<file path="config.mk">
export PLATFORM = sky130hd
export DESIGN_NAME = byte_to_word_loader
export DESIGN_NICKNAME = d
export VERILOG_FILES = /design/src/rtl/byte_to_word_loader.sv
export SDC_FILE = /design/constraint.sdc
export NUM_CORES = 1
export LEC_CHECK = 0
export ABC_AREA = 1
export ABC_CLOCK_PERIOD_IN_PS = 2300
export CORE_ASPECT_RATIO = 0.9
export CORE_UTILIZATION = 51
export CTS_BUF_LIST = sky130_fd_sc_hd__clkbuf_2 sky130_fd_sc_hd__clkbuf_4 sky130_fd_sc_hd__clkbuf_8
export CTS_CLUSTER_SIZE = 28
export DETAILED_ROUTE_END_ITERATION = 12
export PLACE_DENSITY = 0.82
export SLEW_MARGIN = 30
export SYNTH_ARGS = -nofsm -noshare
export SYNTH_HDL_FRONTEND = slang
export SYNTH_SLANG_ARGS = --single-unit
</file>
<file path="constraint.sdc">
create_clock -name clk -period 2.3 [get_ports clk]
set_clock_uncertainty 0.15 [all_clocks]
set_input_delay 0.345 -clock clk [delete_from_list [all_inputs] [get_ports clk]]
set_output_delay 0.345 -clock clk [all_outputs]
set_load 0.02 [all_outputs]
</file>
<file path="src/rtl/byte_to_word_loader.sv">
// byte_to_word_loader: packs a byte stream into 32-bit little-endian
// words and writes them to a word-addressed memory during programming.
//
// Ports:
//   clk, rst_n      clock, async active-low reset
//   start, flush    begin a load at byte 0 / end the load early
//   byte_valid/byte_ready/byte_data   byte handshake
//   word_we/word_addr_out/word_data_out  memory write port
//   byte_count      bytes accepted, saturating at 2^BYTE_ADDR_WIDTH
//   busy, done      load in progress / load finished pulse
module byte_to_word_loader #(
  parameter int BYTE_ADDR_WIDTH = 6
) (
  input  logic                         clk,
  input  logic                         rst_n,
  input  logic                         start,
  input  logic                         flush,
  input  logic                         byte_valid,
  output logic                         byte_ready,
  input  logic [7:0]                   byte_data,
  output logic                         word_we,
  output logic [BYTE_ADDR_WIDTH-3:0]   word_addr_out,
  output logic [31:0]                  word_data_out,
  output logic [BYTE_ADDR_WIDTH:0]     byte_count,
  output logic                         busy,
  output logic                         done
);

  localparam int AW = BYTE_ADDR_WIDTH;
  localparam logic [AW:0] CMAX = {1'b1, {AW{1'b0}}};

  typedef enum logic [1:0] {
    S_IDLE  = 2'd0,
    S_LOAD  = 2'd1,
    S_WRITE = 2'd2,
    S_DONE  = 2'd3
  } state_t;

  state_t          r_state;
  state_t          w_state_nxt;
  logic [AW-1:0]   r_ptr;
  logic [AW:0]     r_count;
  logic [31:0]     r_asm;
  logic [31:0]     r_data;
  logic [AW-3:0]   r_addr;
  // Set on entry to WRITE when the load must finish after this word.
  logic            r_end;

  logic            w_acc;
  logic [AW-1:0]   w_ptr_nxt;
  logic [31:0]     w_merged;

  always_comb begin
    w_acc     = (r_state == S_LOAD) && byte_valid;
    w_ptr_nxt = r_ptr + (w_acc ? AW'(1) : AW'(0));
    w_merged  = r_asm;
    if (w_acc) begin
      unique case (r_ptr[1:0])
        2'd0: w_merged[7:0]   = byte_data;
        2'd1: w_merged[15:8]  = byte_data;
        2'd2: w_merged[23:16] = byte_data;
        2'd3: w_merged[31:24] = byte_data;
      endcase
    end
  end

  always_comb begin
    w_state_nxt = r_state;
    unique case (r_state)
      S_IDLE: begin
        if (start) w_state_nxt = S_LOAD;
      end
      S_LOAD: begin
        if (start)
          w_state_nxt = S_LOAD;
        else if (w_acc && (r_ptr[1:0] == 2'd3))
          w_state_nxt = S_WRITE;
        else if (flush)
          w_state_nxt = (w_ptr_nxt[1:0] != 2'd0) ? S_WRITE : S_DONE;
      end
      S_WRITE: begin
        if (start)
          w_state_nxt = S_LOAD;
        else
          w_state_nxt = r_end ? S_DONE : S_LOAD;
      end
      S_DONE: begin
        w_state_nxt = start ? S_LOAD : S_IDLE;
      end
    endcase
  end

  always_ff @(posedge clk or negedge rst_n) begin
    if (!rst_n) begin
      r_state <= S_IDLE;
      r_ptr   <= '0;
      r_count <= '0;
      r_asm   <= '0;
      r_data  <= '0;
      r_addr  <= '0;
      r_end   <= 1'b0;
    end else begin
      r_state <= w_state_nxt;
      if (start) begin
        r_ptr   <= '0;
        r_count <= '0;
        r_asm   <= '0;
        r_data  <= '0;
        r_addr  <= '0;
        r_end   <= 1'b0;
      end else if (r_state == S_LOAD) begin
        r_ptr <= w_ptr_nxt;
        if (w_acc && (r_count != CMAX))
          r_count <= r_count + 1'b1;
        if (w_state_nxt == S_WRITE) begin
          // Word index comes from the pre-increment pointer so a
          // completed lane-3 word is not attributed to the next word.
          r_addr <= r_ptr[AW-1:2];
          r_data <= w_merged;
          r_asm  <= '0;
          r_end  <= flush || (w_acc && (&r_ptr));
        end else begin
          r_asm <= w_merged;
        end
      end
    end
  end

  assign byte_ready    = (r_state == S_LOAD);
  assign word_we       = (r_state == S_WRITE);
  assign busy          = (r_state != S_IDLE);
  assign done          = (r_state == S_DONE);
  assign word_addr_out = r_addr;
  assign word_data_out = r_data;
  assign byte_count    = r_count;

endmodule

</file>
# Word level (Yosys, flattened, before mapping)
# Index checks and enable logic that the tools add are counted.
# totals
register_bits	84
in_bits	13
out_inout_bits	47
# classes
eq_ne	8
mux	32
addsub	2
reduce_logical	15
# op_table
operator	n
$mux W32	7
$mux W8	4
$mux W7	3
$mux W2	6
$mux W4	3
$mux W6	2
$eq A2 B2 Y1 const B	5
$reduce_bool A2 Y1	5
$pmux W2 S4	1
$add A7 B1 Y7 const B	1
$ne A7 B7 Y1 const B	1
$add A6 B1 Y6	1
$mux W1	6
$reduce_and A6 Y1	1
$eq A2 B1 Y1 const B	2
$logic_and A1 B1 Y1	4
$logic_not A2 Y1	2
$reduce_and A2 Y1	2
$logic_or A1 B1 Y1	1

# Logic depth before layout (Yosys ltp)
# logic_depth
ltp_word	14
depth_mapped	15

# Worst setup path before layout
# No wires, ideal clock.
# synth_timing
kind	reg2reg
startpoint	reg r_state[1]
endpoint	reg r_data[13] (netlist: word_data_out[13])
arrival_ps	2266
period_less_slack_ps	2481
path_buffers	2
path_stages_with_launch	15
setup_slack_ps	-181
path_cell_list	dfrtp_1 > inv_1 > nand3_1 > inv_1 > clkbuf_1 > ha_1 > ha_1 > nor2_1 > nor2_1 > nor2_1 > a21oi_1 > nand2_1 > clkbuf_1 > nand3_1 > nand2_1
# synth_between
elab_chain_len	13
# synth_rtl
element	line	text
start, declared	39	state_t r_state;
start signal, assigned	103	r_state <= w_state_nxt;
$eq A2 B1 Y1	54, 69, 111	
$logic_and A1 B1 Y1	54	w_acc = (r_state == S_LOAD) && byte_valid;
$mux W1	55	w_ptr_nxt = r_ptr + (w_acc ? AW'(1) : AW'(0));
$add A6 B1 Y6	55	
$reduce_bool A2 Y1	79	w_state_nxt = (w_ptr_nxt[1:0] != 2'd0) ? S_WRITE : S_DONE;
$mux W1	79	
$mux W2	78	else if (flush)
$mux W2	76	else if (w_acc && (r_ptr[1:0] == 2'd3))
$mux W2	74	if (start)
$pmux W2 S4	69	unique case (r_state)
$eq A2 B2 Y1	115	if (w_state_nxt == S_WRITE) begin
$reduce_bool A2 Y1 (no source line)	n/a	
$reduce_and A2 Y1 (no source line)	n/a	
end signal, assigned	119	r_data <= w_merged;
end, declared	44	logic [31:0] r_data;
# Several ways; a longest one is shown, not always the timed one. The select of a mux whose other input is x is not followed.
# A chain may end at the register's enable or synchronous reset.

# Final worst setup path
# layout_timing
startpoint	reg r_state[1]
endpoint	reg r_data[11] (netlist: word_data_out[11])
# Same word-level chain as after synthesis.

==> flow_summary_export.csv <==
group,metric,value,unit
clock_tree,clk-insertion-delay-late,0.36,ns
drt,route.detailed.drc,0,
worst_setup_path,critPathCaptureType,"register",
power_and_ir_drop,ir_worst_vdd,0.366,mV
finish,diodes,0,
synthesis,synth-seq-cells,84,
sta,rsz0062_at_grt,"yes",
clock_tree,htree_levels,3,
clock_tree,clockBufferDepth,2,
place,place_area,0.00521,mm^2
finish,area_growth,28.7,%
synthesis,synth_area_leaders,"dfrtp_1 (48%), nand2_1 (23%), nand3_1 (7.4%), inv_1 (5.0%), nor2_1 (4.9%)",
sta,fin_crit,2.24,ns
drt,vias,4392,
clock_tree,cts_root_buffer,"clkbuf_8",
sta,tns,0,ns
global_routing,grt_max_degree,45,
clock_tree,clkSinkCount,84,
power_and_ir_drop,power.density,689,mW/mm^2
clock_tree,cts_tree,"done",
place,dp_hpwl,7.52,mm
sta,timing.hold.ws,0.337,ns
floorplan,start_util,53.6,%
global_routing,grt.overflow.total,0,
synthesis,synth_fp_nets,647,
synthesis,syn_inst,630,
synthesis,synth_top_area_cell,"dfrtp_1",
worst_setup_path,arrival,2.35,ns
sta,fin_ws,0.0593,ns
global_routing,grt_pass1_wl,18.9,mm
worst_setup_path,worstPathMaxFanout,12,
drt,routed_wl,12.1,mm
drt,ant_nets,0,
floorplan,fp-row-count,31,
finish,finalInstanceArea,0.00568,mm^2
synthesis,yosysTopAreaCellShare,47.7,%
place,pre_cts_ws,-0.272,ns
drt,wl_per_cell,14.7,um
sta,setup_violations,0,
floorplan,io_pins,60,
synthesis,seq_area_frac_synth,47.7,%
drt,drt_iter0_drc,338,
synthesis,yosys_warnings,0,
outcome,status,"complete, no violations",
finish,final_net_count,718,
worst_setup_path,r2r_slack,0.06,ns
floorplan,dieArea,0.00902,mm^2
finish,fill_cells,663,
sta,fmax,0.446,GHz
synthesis,synth_area,0.00441,mm^2
synthesis,ys_types,24,
clock_tree,clk_pin_slew,0.09,ns
worst_setup_path,criticalPathCategory,"reg2reg",
clock_tree,numCtsBuffers,9,
floorplan,core,0.00822,mm^2
sta,min_period_over_period,97.4,%
global_routing,antenna_found_initial,0,
drt,vias_per_cell,5.36,
sta,slew_violations,0,
sta,max_slew_margin,62.6,%
finish,drive_above_1_share,9.36,%
worst_setup_path,required,2.41,ns
drt,drt-pass1-iter-count,5,
run,drv_cap,0,
worst_setup_path,cp-start-kind,"register",
sta,hold_viol,0,
floorplan,die_w,100,um
sta,tightest_slew,0.562,ns
place,routabilityCongestion,0.837,
global_routing,grt_pass1_vias,4053,
floorplan,chipHeight,90.2,um
power_and_ir_drop,power.total,3.91,mW
place,portBuffers,59,
hold_path,hold_path_class,"reg2reg",
global_routing,track_usage,26.2,%
synthesis,synth.avg_cell_area,7.00,um^2
power_and_ir_drop,p_leak,3.08,nW
kinds of logic (layout without fill, tap and decap cells):
family | after synthesis | count (layout) | synth area share [%]
DFF | 84 | 84 | 47.7
AOI/OAI and AO/OA | 49 | 49 | 5.87
adders and majority gates | 4 | 4 | 1.14
buffers and inverters | 91 | 165 | 8.29
and+or+nand+nor | 401 | 402 | 36.8
xor gates and xnor gates | 1 | 1 | 0.199
sequential cells by signal, summed over array words and instances, names as in the netlist:
name and cells:
word_addr_out 4, r_end 1, byte_count 7, r_ptr 6, r_state 2, word_data_out 32, r_asm 32
synthesized netlist by cell type (all sizes together):
cell type / number
nand2: 266
dfrtp: 84
nand3: 66
inv: 60
nor2: 59
o21ai: 41
clkbuf: 19
buf: 11
a21oi: 7
nand4: 7
ha: 4
nor3: 3
clkinv: 1
o31ai: 1
xnor2: 1
routing by layer:
layer  wire length, um  GRT usage [%]  vias to the layer above
met5                 0              0                        -
li1                  -              -                     2097
met4               237           8.45                        0
met2              5930           43.2                      191
met1              5030           35.0                     2079
met3               869           4.82                       25
power by group:
group / leakage [nW] / internal, mW / switching [mW]
logic: 1.83 / 0.420 / 0.715
clock network: 0.102 / 0.570 / 0.545
registers: 1.16 / 1.58 / 0.0823
worst paths after layout:
| check | from | endpoint | cells past startpoint |
|---|---|---|---|
| max | r_state[1] | word_data_out[11] | 13 |
| min | r_asm[20] | r_asm[20] | 2 |
| max reg2reg | r_state[1] | word_data_out[11] | 13 |
| min reg2reg | r_asm[20] | r_asm[20] | 2 |
| max in group asynchronous | rst_n | r_asm[10] | 3 |
| min in group asynchronous | rst_n | byte_count[3] | 2 |
cells in the final DEF (no fill, tap or decap), drive strengths merged:
master / n
nor2: 59
clkinv: 2
a21oi: 7
inv: 60
buf: 25
ha: 4
clkbuf: 17
o31ai: 1
clkdlybuf4s50: 56
dlygate4sd3: 1
clkinvlp: 1
nand3: 66
nor3: 3
nand2: 267
o21ai: 41
bufinv: 1
dlymetal6s2s: 2
nand4: 7
xnor2: 1
dfrtp: 84
metrics by stage:
step,cells,utilization (%)
final,820,69.0
after global routing,820,69.0
after CTS,810,66.0
after detailed placement,794,63.4
after global placement,794,63.4
after floorplan,630,-
what timing repair did:
item                                    4_1_cts  5_1_grt
endpoints found under the hold margin        39        0
buffers inserted                              0        2
gates resized for setup                       0       19
hold buffers                                  1        0
endpoints found under the setup margin        0       70
critical path, stage by stage (launching register included):
cell and delay [ns]:
dfrtp_1 0.39, inv_2 0.08, nand3_2 0.08, inv_2 0.05, ha_4 0.16, ha_4 0.26, nor2_1 0.04, nor2_1 0.14
nor2_2 0.08, a21oi_4 0.23, nand2_4 0.16, clkbuf_16 0.21, nand3_1 0.07, nand2_1 0.06
area by class of cell:
type / count / area [um^2] / area share (%)
sequential: 84 / 2100 / 37.0
multi-input combinational: 456 / 2030 / 35.7
timing repair buffer: 89 / 970 / 17.1
inverter: 61 / 229 / 4.03
clock buffer: 12 / 159 / 2.80
tap: 115 / 144 / 2.53
clock inverter: 3 / 46.3 / 0.816
Power figures use the tool's default switching activity.
